==> src/rtl/hc4e_prog_loader_if.sv <==
// hc4e_prog_loader_if
// Byte-stream channel carrying a program image into the hc4e program loader.
//
// Signals:
//   rx_data  - image byte, driven by the source
//   rx_valid - rx_data holds a byte, driven by the source
//   rx_ready - sink can take a byte, driven by the sink
// A byte moves on a rising clock edge where rx_valid and rx_ready are both high.
//
// Modports:
//   master - byte source (testbench or upstream link)
//   slave  - byte sink (the loader)
interface hc4e_prog_loader_if #(
   parameter int unsigned DATA_W = 8
);

   logic [DATA_W-1:0] rx_data;
   logic              rx_valid;
   logic              rx_ready;

   modport master (
      output rx_data,
      output rx_valid,
      input  rx_ready
   );

   modport slave (
      input  rx_data,
      input  rx_valid,
      output rx_ready
   );

endinterface

==> src/rtl/hc4e_prog_loader.sv <==
// hc4e_prog_loader
// Program-memory stage in front of the hc4e core. A checksummed image arrives
// over a byte stream and is written into a 2**ADDR_W x DATA_W instruction
// memory. The core is held in reset until a load passes its checksum. After
// that the block serves instruction fetches at the core's pc.
//
// Image format: LEN, then N data bytes, then CHK.
//   N = LEN, except that LEN == 0 means N = 2**ADDR_W.
//   CHK must equal (LEN + sum of data bytes) mod 2**DATA_W.
//
// Ports:
//   clk        - system clock, rising edge
//   nReset     - synchronous active-low reset
//   rx         - image byte stream (slave side); rx_ready is low only in run
//   pc         - fetch address from the core's pc_out
//   instr      - fetched instruction, registered, 1-cycle latency; 0 outside run
//   cpu_nReset - core reset, registered; released by a good load
//   busy       - high from the LEN handshake until the CHK handshake
//   load_err   - the last load failed its checksum
module hc4e_prog_loader #(
   parameter int unsigned ADDR_W = 8,
   parameter int unsigned DATA_W = 8
) (
   input  logic                  clk,
   input  logic                  nReset,
   hc4e_prog_loader_if.slave     rx,
   input  logic [ADDR_W-1:0]     pc,
   output logic [DATA_W-1:0]     instr,
   output logic                  cpu_nReset,
   output logic                  busy,
   output logic                  load_err
);

   localparam int unsigned Depth = 2 ** ADDR_W;

   typedef enum logic [2:0] {
      StLen  = 3'd0,
      StData = 3'd1,
      StSum  = 3'd2,
      StRun  = 3'd3,
      StErr  = 3'd4
   } state_e;

   state_e              state_q, state_d;
   logic [ADDR_W-1:0]   addr_q, addr_d;
   logic [ADDR_W:0]     remaining_q, remaining_d;
   logic [DATA_W-1:0]   sum_q, sum_d;
   logic                busy_q, busy_d;
   logic                load_err_q, load_err_d;
   logic                cpu_nreset_q, cpu_nreset_d;
   logic [DATA_W-1:0]   instr_q, instr_d;

   logic [DATA_W-1:0]   mem_q [Depth];

   logic                xfer;
   logic                mem_we;
   logic [ADDR_W:0]     len_n;

   // Ready in every state except run; run is left only through reset.
   assign rx.rx_ready = (state_q != StRun);
   assign xfer        = rx.rx_valid && rx.rx_ready;

   // LEN of zero encodes a full-depth image, hence the extra bit on remaining.
   assign len_n = (rx.rx_data == '0) ? (ADDR_W + 1)'(Depth) : (ADDR_W + 1)'(rx.rx_data);

   always_comb begin
      state_d      = state_q;
      addr_d       = addr_q;
      remaining_d  = remaining_q;
      sum_d        = sum_q;
      busy_d       = busy_q;
      load_err_d   = load_err_q;
      cpu_nreset_d = cpu_nreset_q;
      mem_we       = 1'b0;

      unique case (state_q)
         // A failed load waits for a new header exactly like a fresh one.
         StLen, StErr: begin
            if (xfer) begin
               remaining_d = len_n;
               addr_d      = '0;
               sum_d       = rx.rx_data;
               busy_d      = 1'b1;
               load_err_d  = 1'b0;
               state_d     = StData;
            end
         end

         StData: begin
            if (xfer) begin
               mem_we      = 1'b1;
               sum_d       = sum_q + rx.rx_data;
               addr_d      = addr_q + ADDR_W'(1);
               remaining_d = remaining_q - (ADDR_W + 1)'(1);
               if (remaining_q == (ADDR_W + 1)'(1)) begin
                  state_d = StSum;
               end
            end
         end

         StSum: begin
            if (xfer) begin
               busy_d = 1'b0;
               if (rx.rx_data == sum_q) begin
                  cpu_nreset_d = 1'b1;
                  state_d      = StRun;
               end else begin
                  load_err_d = 1'b1;
                  state_d    = StErr;
               end
            end
         end

         StRun: begin
            // Stream is ignored; only fetches happen here.
         end

         default: begin
            state_d = StLen;
         end
      endcase

      // Writes happen only in StData and reads only in StRun, so no collision.
      instr_d = (state_q == StRun) ? mem_q[pc] : '0;
   end

   always_ff @(posedge clk) begin
      if (!nReset) begin
         state_q      <= StLen;
         addr_q       <= '0;
         remaining_q  <= '0;
         sum_q        <= '0;
         busy_q       <= 1'b0;
         load_err_q   <= 1'b0;
         cpu_nreset_q <= 1'b0;
         instr_q      <= '0;
      end else begin
         state_q      <= state_d;
         addr_q       <= addr_d;
         remaining_q  <= remaining_d;
         sum_q        <= sum_d;
         busy_q       <= busy_d;
         load_err_q   <= load_err_d;
         cpu_nreset_q <= cpu_nreset_d;
         instr_q      <= instr_d;
      end
   end

   // Memory is not cleared by reset; a write on a reset edge is suppressed.
   always_ff @(posedge clk) begin
      if (mem_we && nReset) begin
         mem_q[addr_q] <= rx.rx_data;
      end
   end

   assign instr      = instr_q;
   assign cpu_nReset = cpu_nreset_q;
   assign busy       = busy_q;
   assign load_err   = load_err_q;

endmodule

==> src/flat_wrapper.sv <==
// flat-port wrapper written by rule: the top's interface ports become plain ports
module hc4e_prog_loader_flat 
#(
   parameter int unsigned ADDR_W = 8,
   parameter int unsigned DATA_W = 8
)
  (clk, nReset, pc, instr, cpu_nReset, busy, load_err, rx_rx_data, rx_rx_valid, rx_rx_ready);
  hc4e_prog_loader_if #(.DATA_W(DATA_W)) rx_i ();
  input  logic clk;
  input  logic nReset;
  input  logic [ADDR_W-1:0] pc;
  output logic [DATA_W-1:0] instr;
  output logic cpu_nReset;
  output logic busy;
  output logic load_err;
  input wire logic [$bits(rx_i.rx_data)-1:0] rx_rx_data;
  input wire logic [$bits(rx_i.rx_valid)-1:0] rx_rx_valid;
  output wire logic [$bits(rx_i.rx_ready)-1:0] rx_rx_ready;
  assign rx_i.rx_data = rx_rx_data;
  assign rx_i.rx_valid = rx_rx_valid;
  assign rx_rx_ready = rx_i.rx_ready;
  hc4e_prog_loader #(.ADDR_W(ADDR_W), .DATA_W(DATA_W)) u_core (.clk(clk), .nReset(nReset), .rx(rx_i), .pc(pc), .instr(instr), .cpu_nReset(cpu_nReset), .busy(busy), .load_err(load_err));
endmodule
==> config.mk <==
export PLATFORM = sky130hd
export DESIGN_NAME = hc4e_prog_loader_flat
export DESIGN_NICKNAME = d
export VERILOG_FILES = /design/src/rtl/hc4e_prog_loader_if.sv /design/src/rtl/hc4e_prog_loader.sv /design/src/flat_wrapper.sv
export SDC_FILE = /design/constraint.sdc
export NUM_CORES = 2
export LEC_CHECK = 0
export CORE_UTILIZATION = 45
export DETAILED_ROUTE_END_ITERATION = 8
export GPL_TIMING_DRIVEN = 0
export HOLD_SLACK_MARGIN = 0.15
export PLACE_DENSITY = 0.61
export SETUP_SLACK_MARGIN = 0.2
export SLEW_MARGIN = 20
export SYNTH_ARGS = -nofsm -noshare
export SYNTH_HDL_FRONTEND = slang
export SYNTH_SLANG_ARGS = --single-unit
==> constraint.sdc <==
create_clock -name clk -period 3.46 [get_ports clk]
set_input_delay 1.038 -clock clk [delete_from_list [all_inputs] [get_ports clk]]
set_output_delay 1.038 -clock clk [all_outputs]
set_load 0.02 [all_outputs]
==> flow_summary.ini <==
[die]
dieArea_mm2 = 0.1811
core_mm2 = 0.1784
start_util = 0.4525
dieHeight_um = 425.6
dieWidth_um = 425.6
ioPinCount = 31
rows = 155

[sta]
clock_skew_ps = 30.69
final.period_utilization = 1.011
worst_slack_ps = -39.41
final.setup.tns_ps = -39.41
max_clock_freq_mhz = 285.8
relSlewSlack = 0.2428
rsz0062_at_grt = yes
final_hold_viol_count = 0
finalSetupViolCount = 1
fin_crit_ps = 3499
worst_pin_slew_ps = 1132
report.final.slew_viol_count = 0

[logic_synthesis]
synth_top_area_frac = 0.7617
synthCells = 3813
synth-seq-area-share = 0.7714
synth_area_leaders = edfxtp_1 76%, mux4_2 15%, nor2_1 1.6%
synth_edf_count = 2048
synth_top_area_cell = edfxtp_1
syn_area_mm2 = 0.08074
syn-num-nets = 3846
synth_ff_type = edfxtp_1
ys_warn_count = 0
ys_top_cells_by_count = 2048 x edfxtp_1, 530 x mux4_2, 345 x nor2_1, 109 x clkbuf_1, 104 x o22ai_1
synth_most_common_cell = edfxtp_1
yosys_register_bits = 2087
ys_types = 61
async_flop_share = 0
avgSynthCellArea_um2 = 21.17

[clocking]
cts_num_sinks = 2087
cts_buffers = 206
htreeDepth = 4
tritoncts = yes
cts_hold_buf = 0
insertion_delay_ps = 860
clockBufferDepth = 3
clk_pin_slew_ps = 60
root_buffer = clkbuf_16

[run_status]
violations = setup timing
status = complete, but fails checks

[pwr]
netSwitchingFraction = 0.2261
vdd_drop_max_v = 0.0004852
p_seq_frac = 0.530
p_int_uw = 40610
p_sw_uw = 11870
combPwrFrac = 0.057
p_leak_uw = 0.02877
p_clk_frac = 0.413
power_density_mw_per_mm2 = 555.9

[worst_setup_path]
cp.arrival_ps = 4130
path_max_fanout = 10
crit_required_ps = 4090
startpoint_type = input port
worstSetupPathType = input port to register
end_kind = register

[global_route]
grt.total_usage = 0.2847
grt_max_degree = 134
grt-ovfl-total = 0
grt_pass1_vias = 41541
antenna_found_initial = 19
grt_pass1_wl_um = 346600

[finish]
design_area_mm2 = 0.09440
nets = 4159
drive_above_1_share = 0.3260
instances_no_fill = 6664
areaGrowthSynthToFinish_pct = 16.92

[placed_design]
dp_hpwl_um = 171300
gp_congestion = 0.9944
placed_cells = 6220
place_area_mm2 = 0.08472
dp_slack_ps = -2430
port-buffer-count = 28

[route]
drt_iter0_drc = 7129
via_count = 43347
wl_per_cell_um = 38.63
drc = 0
firstDrtPassIters = 8
viasPerCell = 6.505
wl_um = 257400
ant_nets = 0

[hold_path]
min_path_type = register to register

[flow_run]
max_cap_violations = 0
==> critical path, stage by stage <==
cell	delay (ps)
buf_2	180
buf_4	340
buf_4	480
buf_4	430
mux4_2	420
o22ai_1	350
a211oi_1	130
nand3_1	280
o21a_1	160
nand3_1	260
==> logic make-up (layout without fill, tap and decap cells) <==
kind of cell / count (synthesis) / count (layout) / synth area share
flops: 2087 / 2087 / 0.7714
mux: 595 / 595 / 0.1559
simple gates: 595 / 595 / 0.03262
compound gates: 276 / 276 / 0.02317
buf+inv: 240 / 727 / 0.01402
fa+ha+maj: 14 / 14 / 0.002263
xor+xnor: 6 / 6 / 0.0006509
other cells: 0 / 9 / 0
==> repair_timing <==
| action | 4_1_cts | 5_1_grt |
|---|---|---|
| pin swaps | 16 | 45 |
| setup endpoints to repair | 1943 | 2052 |
| resized for setup | 580 | 155 |
| cloned | 0 | 0 |
| buffers inserted | 24 | 29 |
==> registers in the layout (all words and copies together), names as in the netlist <==
register,count
u_core.cpu_nReset,1
u_core.remaining_q,9
u_core.sum_q,8
u_core.load_err,1
u_core.instr,8
u_core.mem_q,2048
u_core.addr_q,8
u_core.busy,1
u_core.state_q,3
==> through the flow <==
step / hold WS, ps / power (µW) / util
after floorplan: 445.0 / 29650 / -
after global placement: 458.3 / 31340 / 0.4706
after detailed placement: 463.6 / 31160 / 0.4748
after CTS: 478.0 / 52480 / 0.5232
after global routing: 491.6 / 53540 / 0.5289
final: 471.7 / 52480 / 0.5291
==> cells in the final DEF (no fill, tap or decap), drive strengths merged, types with 11 or more instances in the layout <==
cell type      count
o2111a            12
o22ai            104
bufinv            11
nand2             74
nor3              28
ha                13
buf              204
a211oi            47
clkdlybuf4s50     16
o21ai             37
mux4             530
nor2             345
nor2b             18
edfxtp          2048
a22oi             11
dfxtp             39
clkbuf           364
mux2i             65
inv               29
nand3             65
a21oi             26
clkinv            98
==> worst paths after layout <==
check | end | cells past startpoint | from | slack, ps
worst min-delay path | u_core.remaining_q[1]$_SDFFE_PN0P_ | 2 | u_core.remaining_q[1]$_SDFFE_PN0P_ | 470
worst max register to register | u_core.mem_q[31][7]$_DFFE_PP_ | 5 | u_core.addr_q[4]$_SDFFE_PN0P_ | 100
worst max-delay path | u_core.instr[5]$_SDFF_PN0_ | 10 | pc[1] | -40
worst min register to register | u_core.remaining_q[1]$_SDFFE_PN0P_ | 2 | u_core.remaining_q[1]$_SDFFE_PN0P_ | 470
==> power by group through the flow <==
| stage | Clock (µW) | Combinational, µW | Sequential, µW |
|---|---|---|---|
| 2_1_floorplan | 0 | 1310 | 28300 |
| 3_3_place_gp | 0 | 2700 | 28600 |
| 3_5_place_dp | 0 | 2820 | 28300 |
| 4_1_cts | 21800 | 2920 | 27800 |
| 5_1_grt | 22700 | 3060 | 27800 |
| 6_report | 21700 | 3010 | 27800 |
==> layout make-up <==
class | count | area, µm²
inverter | 17 | 63.81
sequential | 2087 | 62280
antenna | 9 | 22.52
tap | 2355 | 2947
clock inverter | 123 | 1040
clock buffer | 259 | 5364
multi-input combinational | 1486 | 19280
buffer | 223 | 1705
timing repair buffer | 105 | 1693
fill | 13743 | 84020
==> layer usage <==
metal,share of wire,vias to the layer above,track usage
li1,-,16637,-
met1,0.38,23182,0.3920
met2,0.45,2927,0.4215
met3,0.12,585,0.08094
met4,0.053,16,0.1316
met5,0.00076,-,0
Note: power is estimated with default switching activity, not from simulation.
